--- src/rtl/vend_pkg.sv ---
// Shared definitions for the change dispenser: amount width, coin encoding,
// coin value table and controller states.
package vend_pkg;

    localparam int AMT_W = 8;

    typedef enum logic [1:0] {
        COIN_1  = 2'd0,
        COIN_2  = 2'd1,
        COIN_5  = 2'd2,
        COIN_10 = 2'd3
    } coin_e;

    typedef enum logic [2:0] {
        IDLE,
        SELECT,
        ISSUE,
        DONE,
        FAULT
    } state_e;

    function automatic logic [AMT_W-1:0] coin_value(input logic [1:0] sel);
        case (sel)
            2'd0:    return 8'd1;
            2'd1:    return 8'd2;
            2'd2:    return 8'd5;
            default: return 8'd10;
        endcase
    endfunction

endpackage

--- src/rtl/coin_select.sv ---
// Picks the largest coin that fits the remaining amount and is still in stock.
module coin_select
    import vend_pkg::*;
(
    input  logic [AMT_W-1:0] remain,
    input  logic [AMT_W-1:0] stock_1,
    input  logic [AMT_W-1:0] stock_2,
    input  logic [AMT_W-1:0] stock_5,
    input  logic [AMT_W-1:0] stock_10,
    output logic             valid,
    output logic [1:0]       sel
);

    always_comb begin
        valid = 1'b1;
        sel   = COIN_1;
        if (remain >= coin_value(COIN_10) && stock_10 != '0) begin
            sel = COIN_10;
        end else if (remain >= coin_value(COIN_5) && stock_5 != '0) begin
            sel = COIN_5;
        end else if (remain >= coin_value(COIN_2) && stock_2 != '0) begin
            sel = COIN_2;
        end else if (remain >= coin_value(COIN_1) && stock_1 != '0) begin
            sel = COIN_1;
        end else begin
            valid = 1'b0;
        end
    end

endmodule

--- src/rtl/change_dispenser.sv ---
// Greedy change pay-out controller: ejects coins one at a time from four
// stock counters and reports a shortfall when stock runs out.
module change_dispenser
    import vend_pkg::*;
#(
    parameter logic [AMT_W-1:0] STOCK_INIT = 8'd20,
    parameter logic [AMT_W-1:0] LOW_MARK   = 8'd4
) (
    input  logic             clk,
    input  logic             rst,
    input  logic             chg_valid,
    input  logic [AMT_W-1:0] change,
    output logic             chg_ready,
    output logic             coin_req,
    output logic [1:0]       coin_sel,
    input  logic             coin_ack,
    input  logic             refill_en,
    input  logic [1:0]       refill_sel,
    input  logic [AMT_W-1:0] refill_cnt,
    output logic             done,
    output logic             fault,
    output logic [AMT_W-1:0] shortfall,
    output logic [3:0]       stock_low
);

    state_e           state_q, state_d;
    logic [AMT_W-1:0] remain_q, remain_d;
    logic [AMT_W-1:0] short_q, short_d;
    logic [AMT_W-1:0] paid_rem;
    logic [1:0]       sel_q, sel_d;
    logic [1:0]       pick_sel;
    logic             pick_valid;
    logic             fault_q, fault_d;
    logic             rdy_q;
    logic [AMT_W-1:0] stock_q [4];
    logic [AMT_W-1:0] stock_d [4];

    function automatic logic [AMT_W-1:0] sat_amt(input logic [AMT_W:0] v);
        return v[AMT_W] ? '1 : v[AMT_W-1:0];
    endfunction

    coin_select u_coin_select (
        .remain   (remain_q),
        .stock_1  (stock_q[0]),
        .stock_2  (stock_q[1]),
        .stock_5  (stock_q[2]),
        .stock_10 (stock_q[3]),
        .valid    (pick_valid),
        .sel      (pick_sel)
    );

    // Cannot underflow: SELECT only issues coins no larger than remain_q.
    assign paid_rem = remain_q - coin_value(sel_q);

    always_comb begin
        state_d  = state_q;
        remain_d = remain_q;
        sel_d    = sel_q;
        fault_d  = fault_q;
        short_d  = short_q;
        case (state_q)
            IDLE: begin
                if (chg_valid && chg_ready) begin
                    remain_d = change;
                    fault_d  = 1'b0;
                    short_d  = '0;
                    state_d  = (change == '0) ? DONE : SELECT;
                end
            end
            SELECT: begin
                if (pick_valid) begin
                    sel_d   = pick_sel;
                    state_d = ISSUE;
                end else begin
                    state_d = FAULT;
                end
            end
            ISSUE: begin
                if (coin_ack) begin
                    remain_d = paid_rem;
                    state_d  = (paid_rem == '0) ? DONE : SELECT;
                end
            end
            DONE: state_d = IDLE;
            FAULT: begin
                fault_d = 1'b1;
                short_d = remain_q;
                state_d = IDLE;
            end
            default: state_d = IDLE;
        endcase
    end

    // Refill and an acknowledged ejection may hit the same counter in one cycle.
    always_comb begin
        for (int i = 0; i < 4; i++) begin
            stock_d[i] = sat_amt({1'b0, stock_q[i]}
                + ((refill_en && refill_sel == 2'(i)) ? {1'b0, refill_cnt} : '0)
                - {{AMT_W{1'b0}}, (state_q == ISSUE && coin_ack && sel_q == 2'(i))});
        end
    end

    always_ff @(posedge clk or negedge rst) begin
        if (!rst) begin
            state_q  <= IDLE;
            remain_q <= '0;
            sel_q    <= '0;
            fault_q  <= 1'b0;
            short_q  <= '0;
            rdy_q    <= 1'b0;
            for (int i = 0; i < 4; i++) begin
                stock_q[i] <= STOCK_INIT;
            end
        end else begin
            state_q  <= state_d;
            remain_q <= remain_d;
            sel_q    <= sel_d;
            fault_q  <= fault_d;
            short_q  <= short_d;
            rdy_q    <= 1'b1;
            for (int i = 0; i < 4; i++) begin
                stock_q[i] <= stock_d[i];
            end
        end
    end

    always_comb begin
        stock_low = '0;
        for (int i = 0; i < 4; i++) begin
            stock_low[i] = (stock_q[i] < LOW_MARK);
        end
    end

    assign chg_ready = (state_q == IDLE) && rdy_q;
    assign coin_req  = (state_q == ISSUE);
    assign coin_sel  = sel_q;
    assign done      = (state_q == DONE);
    assign fault     = fault_q;
    assign shortfall = short_q;

endmodule

--- config.mk ---
export PLATFORM = sky130hd
export DESIGN_NAME = change_dispenser
export DESIGN_NICKNAME = d
export VERILOG_FILES = /design/src/rtl/vend_pkg.sv /design/src/rtl/coin_select.sv /design/src/rtl/change_dispenser.sv
export SDC_FILE = /design/constraint.sdc
export NUM_CORES = 1
export LEC_CHECK = 0
export CAP_MARGIN = 25
export CELL_PAD_IN_SITES_DETAIL_PLACEMENT = 1
export CELL_PAD_IN_SITES_GLOBAL_PLACEMENT = 1
export CORE_MARGIN = 2
export CORE_UTILIZATION = 48
export CTS_CLUSTER_DIAMETER = 200
export DETAILED_ROUTE_END_ITERATION = 10
export PLACE_DENSITY = 0.93
export SYNTH_ARGS = -nofsm -noshare
export SYNTH_HDL_FRONTEND = slang
export SYNTH_SLANG_ARGS = --single-unit
--- constraint.sdc ---
create_clock -name clk -period 5.5 [get_ports clk]
set_clock_uncertainty 0.1 [all_clocks]
set_input_delay 1.1 -clock clk [delete_from_list [all_inputs] [get_ports clk]]
set_output_delay 1.1 -clock clk [all_outputs]
set_load 0.02 [all_outputs]
==> results of run 1 <==
## placed cells by master (no fill, tap or decap), types with 8 or more instances in the layout
master	synthesis	final
nor3_1	8	8
a21oi_1	25	25
a22o_1	8	8
nand2_1	49	49
ha_1	69	69
nor2_1	24	24
inv_1	105	105
o21bai_1	12	12
xnor2_1	16	16
a21o_1	8	8
clkdlybuf4s50_1	0	39
dfstp_2	8	8
o21ai_1	32	32
o21ai_0	15	15
dfrtp_1	47	47
## kinds of logic after synthesis
family,after synthesis,share of synthesized area (%)
adder cells (fa/ha/maj),74,20.86
AO/OA/AOI/OAI,141,20.64
AND/OR/NAND/NOR,125,14.22
other,1,0.08118
buffers and inverters,114,9.290
multiplexers,2,0.5416
XOR/XNOR,23,4.361
flip-flops,55,30.01
## metal layers
metal / routed length [um] / part of all wire [%]
met3: 312 / 2.5
met1: 5116 / 42
met5: 0 / 0
met4: 244 / 2.0
met2: 6576 / 54
## power by group through the flow
stage                     logic, mW  clock network [mW]  registers (mW)
after CTS                      1.92               0.246           0.704
final                          1.92               0.242           0.706
after global placement         1.74                   0           0.701
after detailed placement       1.89                   0           0.712
after floorplan                1.46                   0           0.665
after global routing           2.18               0.263           0.723
## through the flow
step	instances	utilization, %
2_1_floorplan	535	-
3_3_place_gp	699	55.62
3_5_place_dp	699	55.62
4_1_cts	707	56.60
5_1_grt	707	56.60
6_report	707	56.60
## flip-flops by register name (all words and copies together), names as in the netlist
| name | flops |
|---|---|
| remain_q | 8 |
| shortfall | 8 |
| rdy_q | 1 |
| fault | 1 |
| state_q | 3 |
| stock_q | 32 |
| coin_sel | 2 |
## worst max path at each step
stage                        startpoint  slack (ns)     endpoint
after floorplan           refill_sel[1]        1.59  stock_q[31]
after global placement    refill_sel[0]        1.09  stock_q[23]
after detailed placement  refill_sel[0]        0.87  stock_q[23]
after CTS                 refill_sel[0]        1.20  stock_q[23]
after global routing      refill_sel[0]        0.90  stock_q[21]
final                     refill_sel[0]        1.14  stock_q[23]
## layout make-up
cell class | instances | area share, %
repair buffers | 42 | 7.810
clock buffers | 5 | 1.310
inverters | 107 | 7.643
clock inverters | 3 | 0.4286
well taps | 129 | 3.071
multi-input cells | 366 | 53.36
flip-flops and latches | 55 | 26.38
==> flow_summary.toml, run 1 <==
[synthesis]
ys_async_sr_fraction_pct = 100.0
synth_top_cells_by_count = "inv_1, ha_1, nand2_1, dfrtp_1, o21ai_1"
synth_cell_types = 60
netlist_area_sq_um = 4619
yosysMostFrequentCell = "inv_1"
syn_nets = 632
postSynthAreaPerCell_sq_um = 8.634
synth_top_area_cell = "dfrtp_1"
yosys_warnings = 0
netlist_instances = 535
synth_edf_count = 0
yosysTopAreaCellShare_pct = 25.46
synth_area_leaders = "dfrtp_1, ha_1, inv_1, dfstp_2, nand2_1"
synth-seq-cells = 55
synth_flop_cell = "dfrtp_1"
synth-seq-area-share_pct = 30.01

[sta]
timing.final.crit_share_pct = 79.26
max_freq_mhz = 229.4
slew_headroom_pct = 51.57
tns_ns = 0
worst_pin_slew_ns = 0.7198
setup_viol = 0
setup_slack_ns = 1.141
slew_viol_final = 0
rsz0062_at_grt = "false"
min_period_ns = 4.359
holdWs_ns = 0.3904
hold_violations = 0

[cells_and_area]
drive_gt1_share_pct = 7.266
multi_input_area_sq_um = 2804
num-nets-final = 674
antennaDiodeCount = 0
seqCellArea_sq_um = 1386
fillerInstances = 1131
area_delta_synth_final_pct = 13.76
design_area_sq_um = 5255

[route]
drt_iter0_drc = 165
wire_per_inst_um = 17.33
drt_pass1_iterations = 4
drcViolationCount = 0
vias = 3957
wl_um = 12250
detail-route-antenna-nets = 0
vias_per_cell = 5.597

[critical_path]
required_ns = 5.59
crit_buf_inv = 2
path_class = "in2reg"
critPathMaxFanout = 8
r2r_start = "state_q[2]"
crit_chain = "clkdlybuf4s50_1, nand2_1, nor2_1, nand2_1, ha_1, inv_1, ha_1, fa_1, a21oi_1, o21ai_1, a2111oi_2, o21ba_2, o211ai_1"
ff2ff_path_depth = 14
r2r_end = "stock_q[30]"
rrSetupSlack_ns = 1.74
cp-start-kind = "input port"
slowest_delay_ns = 0.52
crit_arrival_ns = 4.44
cp-end-kind = "register"
critPathTopFamily = "compound AO/OA/AOI/OAI gates"
cp.depth = 13
crit_slowest_cell = "clkdlybuf4s50_1"

[clock_tree]
cts_buffers = 5
post_cts_buffers = 0
clkSlewWorstSetupHoldPaths_ns = 0.10
cts-hold-fix-buffers = 0
clkLatencyLatePin_ns = 0.33
cts_buffer_depth = 2
cts_root_buf = "clkbuf_8"
cts_resized = 0
cts.sinks = 55
h-tree-depth = 2
cts_tree = "yes"

[global_route]
grt_busiest_layer = "met2"
antenna_found_initial = 0
met2_usage_pct = 48.94
grt_use_total_pct = 25.72
grt_max_degree = 56
grt_pass1_wl_um = 20940
grt_util_met1_pct = 30.18
grt-ovfl-total = 0
met3_usage_pct = 2.804
grt_pass1_vias = 4361

[worst_hold_path]
holdPathEnd = "fault"
hold_start = "fault"
hp-class = "reg2reg"
holdPathStages = 1

[job]
maxCapViolCount = 0

[place]
port-buffer-count = 40
place_ws_ns = 0.8729
place_area_sq_um = 5164
place.gp.congestion = 0.8958
hpwl_um = 10090

[power_and_ir_drop]
leakage_nw = 2.576
power.density_nw_per_um2 = 545.3
finalPower_mw = 2.866
power_switching_mw = 1.395
clkPwrFrac_pct = 8.4
peakVddDrop_mv = 0.3639
p_comb_share_pct = 66.9
p_int_mw = 1.471
p_sw_share_pct = 48.68
p_seq_share_pct = 24.6

[die]
chipHeight_um = 102.1
dieArea_sq_um = 10420
io_pins = 41
initial_core_util_pct = 49.76
coreArea_sq_um = 9284
die_x_um = 102.1
fp-row-count = 35

[run_status]
status = "finished, final reports clean"
No activity file was read; power rests on OpenSTA's default activity.
==> inputs of run 2 (changes only) <==
--- a/config.mk
+++ b/config.mk
@@ -9,10 +9,10 @@
 export CELL_PAD_IN_SITES_DETAIL_PLACEMENT = 1
 export CELL_PAD_IN_SITES_GLOBAL_PLACEMENT = 1
 export CORE_MARGIN = 2
-export CORE_UTILIZATION = 48
+export CORE_UTILIZATION = 45
 export CTS_CLUSTER_DIAMETER = 200
 export DETAILED_ROUTE_END_ITERATION = 10
-export PLACE_DENSITY = 0.93
+export PLACE_DENSITY = 0.88
 export SYNTH_ARGS = -nofsm -noshare
 export SYNTH_HDL_FRONTEND = slang
 export SYNTH_SLANG_ARGS = --single-unit
==> constraint.sdc (replaced) <==
create_clock -name clk -period 4.4 [get_ports clk]
set_clock_uncertainty 0.1 [all_clocks]
set_input_delay 0.88 -clock clk [delete_from_list [all_inputs] [get_ports clk]]
set_output_delay 0.88 -clock clk [all_outputs]
set_load 0.02 [all_outputs]
==> run 2 against run 1 <==
Cell area increased by 0.60%. Worst hold slack worse by 0.0066 ns. Combinational power up 26%. Worst setup slack worse by 0.65 ns. Global-route usage shrank 2.8 points. Clock power grew 24%. Critical path type unchanged. Critical endpoint is now stock_q[7].
==> flow_summary.toml, run 2 (synthesis results as in run 1) <==
[run_status]
status = "finished, final reports clean"

[place]
place.gp.congestion = 0.8646
hpwl_um = 10320
port-buffer-count = 40

[route]
vias = 3927
vias_per_cell = 5.500
drcViolationCount = 0
wire_per_inst_um = 17.22
wl_um = 12300
drt_pass1_iterations = 6
drt_iter0_drc = 88
detail-route-antenna-nets = 0

[cells_and_area]
largest_reg_flops = 32
layout_commonest_cell = "inv_1"
drive_gt1_share_pct = 7.573
antennaDiodeCount = 0
final_cell_mix = "inv_1, ha_1, nand2_1"
post-route-util_pct = 53.59
num-nets-final = 677
regMostFlops = "stock_q"
area_delta_synth_final_pct = 14.44

[sta]
min_period_ns = 3.905
rsz0062_at_grt = "false"
slew_viol_final = 0
hold_violations = 0
timing.final.crit_share_pct = 88.75
setup_viol = 0
tns_ns = 0
max_freq_mhz = 256.1
worst_pin_slew_ns = 0.7826
slew_headroom_pct = 47.82

[critical_path]
crit_end = "stock_q[7]"
required_ns = 4.49
cp-start-kind = "input port"
rrSetupSlack_ns = 0.69
critPathLaunch = "refill_sel[1]"
crit_arrival_ns = 4.00
critPathMaxFanout = 8
r2r_end = "stock_q[31]"
ff2ff_path_depth = 14
cp-end-kind = "register"
path_class = "in2reg"
r2r_start = "state_q[2]"

[die]
chipHeight_um = 105.3
dieArea_sq_um = 11090
fp-row-count = 36
die_x_um = 105.3
initial_core_util_pct = 46.83
coreArea_sq_um = 9864
io_pins = 41

[clock_tree]
cts.sinks = 55
h-tree-depth = 2
cts_root_buf = "clkbuf_8"
cts-hold-fix-buffers = 0
cts_tree = "yes"
cts_buffers = 5
post_cts_buffers = 0
clkSlewWorstSetupHoldPaths_ns = 0.11
cts_buffer_depth = 2
cts_resized = 0
clkLatencyLatePin_ns = 0.32

[global_route]
grt-ovfl-total = 0
grt_max_degree = 35
grt_util_met1_pct = 26.36
antenna_found_initial = 0
grt_pass1_vias = 4265
met3_usage_pct = 2.597
met2_usage_pct = 44.93
grt_busiest_layer = "met2"
grt_use_total_pct = 22.88
grt_pass1_wl_um = 20540

[power_and_ir_drop]
power.density_nw_per_um2 = 680.2
peakVddDrop_mv = 0.3473
leakage_nw = 2.592

[worst_hold_path]
hp-class = "reg2reg"

[job]
maxCapViolCount = 0
run 2: cell type report:
cell class	count	area [sq um]
fillers	1190	4578
well taps	133	166.4
clock buffers	7	86.33
inverters	107	401.6
clock inverters	1	8.758
multi-input cells	366	2804
flip-flops and latches	55	1386
repair buffers	45	432.9
run 2: where the power goes:
| part | total, mW | leakage (nW) | internal, mW | switching, mW |
|---|---|---|---|---|
| clock | 0.299 | 0.0484 | 0.130 | 0.169 |
| sequential | 0.883 | 0.616 | 0.710 | 0.173 |
| combinational | 2.41 | 1.93 | 1.03 | 1.39 |
| total | 3.60 | 2.59 | 1.87 | 1.73 |
run 2: through the flow:
stage | cells | hold WS, ns | power [mW] | instance area, sq um | worst slack [ns]
3_5_place_dp | 706 | 0.3677 | 3.279 | 5191 | 0.1772
4_1_cts | 714 | 0.3890 | 3.597 | 5286 | 0.5168
5_1_grt | 714 | 0.4082 | 3.953 | 5286 | 0.2999
6_report | 714 | 0.3838 | 3.596 | 5286 | 0.4949
3_3_place_gp | 706 | 0.3596 | 3.090 | 5191 | 0.3675
2_1_floorplan | 535 | 0.4149 | 2.651 | 4619 | 0.7051
run 2: worst min-delay path by stage:
stage,slack [ns],start,endpoint,cells after the start
CTS,0.39,fault,fault,1
global route,0.41,fault,fault,1
finish,0.38,fault,fault,1
global placement,0.36,fault,fault,1
detailed placement,0.37,fault,fault,1
floorplan,0.41,remain_q[0],shortfall[0],1
run 2: routing by layer:
metal | vias to the layer above | wire length [um]
met2 | 54 | 6615
met4 | 0 | 162
met5 | - | 0
met3 | 10 | 304
li1 | 1907 | -
met1 | 1956 | 5216
run 2: worst max-delay path, cell delays in order:
cell	delay, ns
clkdlybuf4s50_1	0.52
and3_1	0.36
nand2_1	0.11
ha_1	0.28
inv_1	0.04
ha_1	0.19
fa_1	0.41
a21oi_1	0.20
o21ai_1	0.13
a2111oi_2	0.44
o21ba_2	0.32
o211ai_1	0.11
==> inputs of run 3 (changes only) <==
--- a/config.mk
+++ b/config.mk
@@ -12,6 +12,8 @@
 export CORE_UTILIZATION = 45
 export CTS_CLUSTER_DIAMETER = 200
 export DETAILED_ROUTE_END_ITERATION = 10
+export GPL_ROUTABILITY_DRIVEN = 0
+export MAX_ROUTING_LAYER = met4
 export PLACE_DENSITY = 0.88
 export SYNTH_ARGS = -nofsm -noshare
 export SYNTH_HDL_FRONTEND = slang
==> run 3 against run 2 <==
First-iteration DRC count is 27% higher. Critical path depth stayed put. Via count did not move. Sequential power hardly changed. Clock-buffer cell count unchanged. Die area is the same. Sequential share of layout area did not move. Combinational power about the same. Critical endpoint unchanged. Largest power group unchanged.
==> flow_summary.toml, run 3 (synthesis results as in run 1) <==
[run_status]
status = "finished, final reports clean"

[critical_path]
ff2ff_path_depth = 14
cp-start-kind = "input port"
crit_arrival_ns = 4.02
crit_chain = "clkdlybuf4s50_1, and3_1, nand2_1, ha_1, inv_1, ha_1, fa_1, a21oi_1, o21ai_1, a2111oi_2, o21ba_2, o211ai_1"
crit_slowest_cell = "clkdlybuf4s50_1"
cp-end-kind = "register"
critPathMaxFanout = 8
r2r_start = "state_q[2]"
rrSetupSlack_ns = 0.68
slowest_delay_ns = 0.52
path_common_cell = "ha_1"
path_class = "in2reg"
required_ns = 4.49
r2r_end = "stock_q[31]"

[clock_tree]
cts.sinks = 55
clkSlewWorstSetupHoldPaths_ns = 0.11
cts_root_buf = "clkbuf_8"
cts_buffers = 5
cts-hold-fix-buffers = 0
clkLatencyLatePin_ns = 0.32
cts_resized = 0
post_cts_buffers = 0
cts_buffer_depth = 2
h-tree-depth = 2
cts_tree = "yes"

[worst_hold_path]
hp-class = "reg2reg"
holdPathEnd = "fault"
hold_start = "fault"
holdPathStages = 1

[power_and_ir_drop]
peakVddDrop_mv = 0.3461
finalPower_mw = 3.599
power.density_nw_per_um2 = 680.8
leakage_nw = 2.592

[route]
wire_per_inst_um = 17.29
detail-route-antenna-nets = 0
vias_per_cell = 5.500
vias = 3927
drcViolationCount = 0
drt_iter0_drc = 112
wl_um = 12340
drt_pass1_iterations = 6

[die]
fp-row-count = 36
chipHeight_um = 105.3
initial_core_util_pct = 46.83
dieArea_sq_um = 11090
io_pins = 41
die_x_um = 105.3
coreArea_sq_um = 9864

[cells_and_area]
num-nets-final = 677
multi_input_area_sq_um = 2804
fillerInstances = 1190
seqCellArea_sq_um = 1386
final_cell_mix = "inv_1, ha_1, nand2_1"
layout_commonest_cell = "inv_1"
antennaDiodeCount = 0
regMostFlops = "stock_q"
largest_reg_flops = 32
area_delta_synth_final_pct = 14.44
drive_gt1_share_pct = 7.573

[sta]
min_period_ns = 3.925
worst_pin_slew_ns = 0.8093
timing.final.crit_share_pct = 89.20
setup_viol = 0
setup_slack_ns = 0.4754
tns_ns = 0
slew_viol_final = 0
hold_violations = 0
holdWs_ns = 0.3839
slew_headroom_pct = 45.55
max_freq_mhz = 254.8
rsz0062_at_grt = "false"

[global_route]
grt-ovfl-total = 0
grt_use_total_pct = 23.50
grt_max_degree = 35
grt_pass1_wl_um = 20530
grt_pass1_vias = 4272
antenna_found_initial = 0

[place]
place_ws_ns = 0.1772
hpwl_um = 10320
port-buffer-count = 40

[job]
maxCapViolCount = 0
-- run 3: worst max-delay path by stage --
| stage | start | endpoint | slack (ns) | depth (start not counted) |
|---|---|---|---|---|
| 2_1_floorplan | refill_sel[1] | stock_q[31] | 0.71 | 12 |
| 3_3_place_gp | refill_sel[1] | stock_q[7] | 0.37 | 12 |
| 3_5_place_dp | refill_sel[1] | stock_q[7] | 0.18 | 12 |
| 4_1_cts | refill_sel[1] | stock_q[7] | 0.52 | 12 |
| 5_1_grt | refill_en | stock_q[31] | 0.30 | 13 |
| 6_report | refill_sel[1] | stock_q[7] | 0.48 | 12 |
-- run 3: routing by layer --
layer	wire [um]	global-route usage, %	vias up
met5	0	-	-
met4	152	4.571	0
met3	353	2.597	10
met2	6649	44.98	62
met1	5187	26.25	1952
li1	-	-	1903
-- run 3: cell type report --
cell class / instances / area share, %
clock buffers: 7 / 1.633
clock inverters: 1 / 0.1657
inverters: 107 / 7.598
multi-input cells: 366 / 53.04
flip-flops and latches: 55 / 26.22
well taps: 133 / 3.148
repair buffers: 45 / 8.189
-- run 3: power by group --
group	switching, mW	internal (mW)
Combinational	1.39	1.03
Clock	0.170	0.130
Sequential	0.174	0.711
-- run 3: per-stage QoR --
step | area [sq um] | utilization, % | cells
after floorplan | 4619 | - | 535
after global placement | 5191 | 52.63 | 706
after detailed placement | 5191 | 52.63 | 706
after CTS | 5286 | 53.59 | 714
after global routing | 5286 | 53.59 | 714
final | 5286 | 53.59 | 714
-- run 3: worst max-delay path: cells and delay by family --
kind	cells	cell delay [ns]
AOI/OAI and AO/OA	5	1.20
and+or+nand+nor	2	0.49
adders and majority gates	3	0.88
buffers and inverters	2	0.56
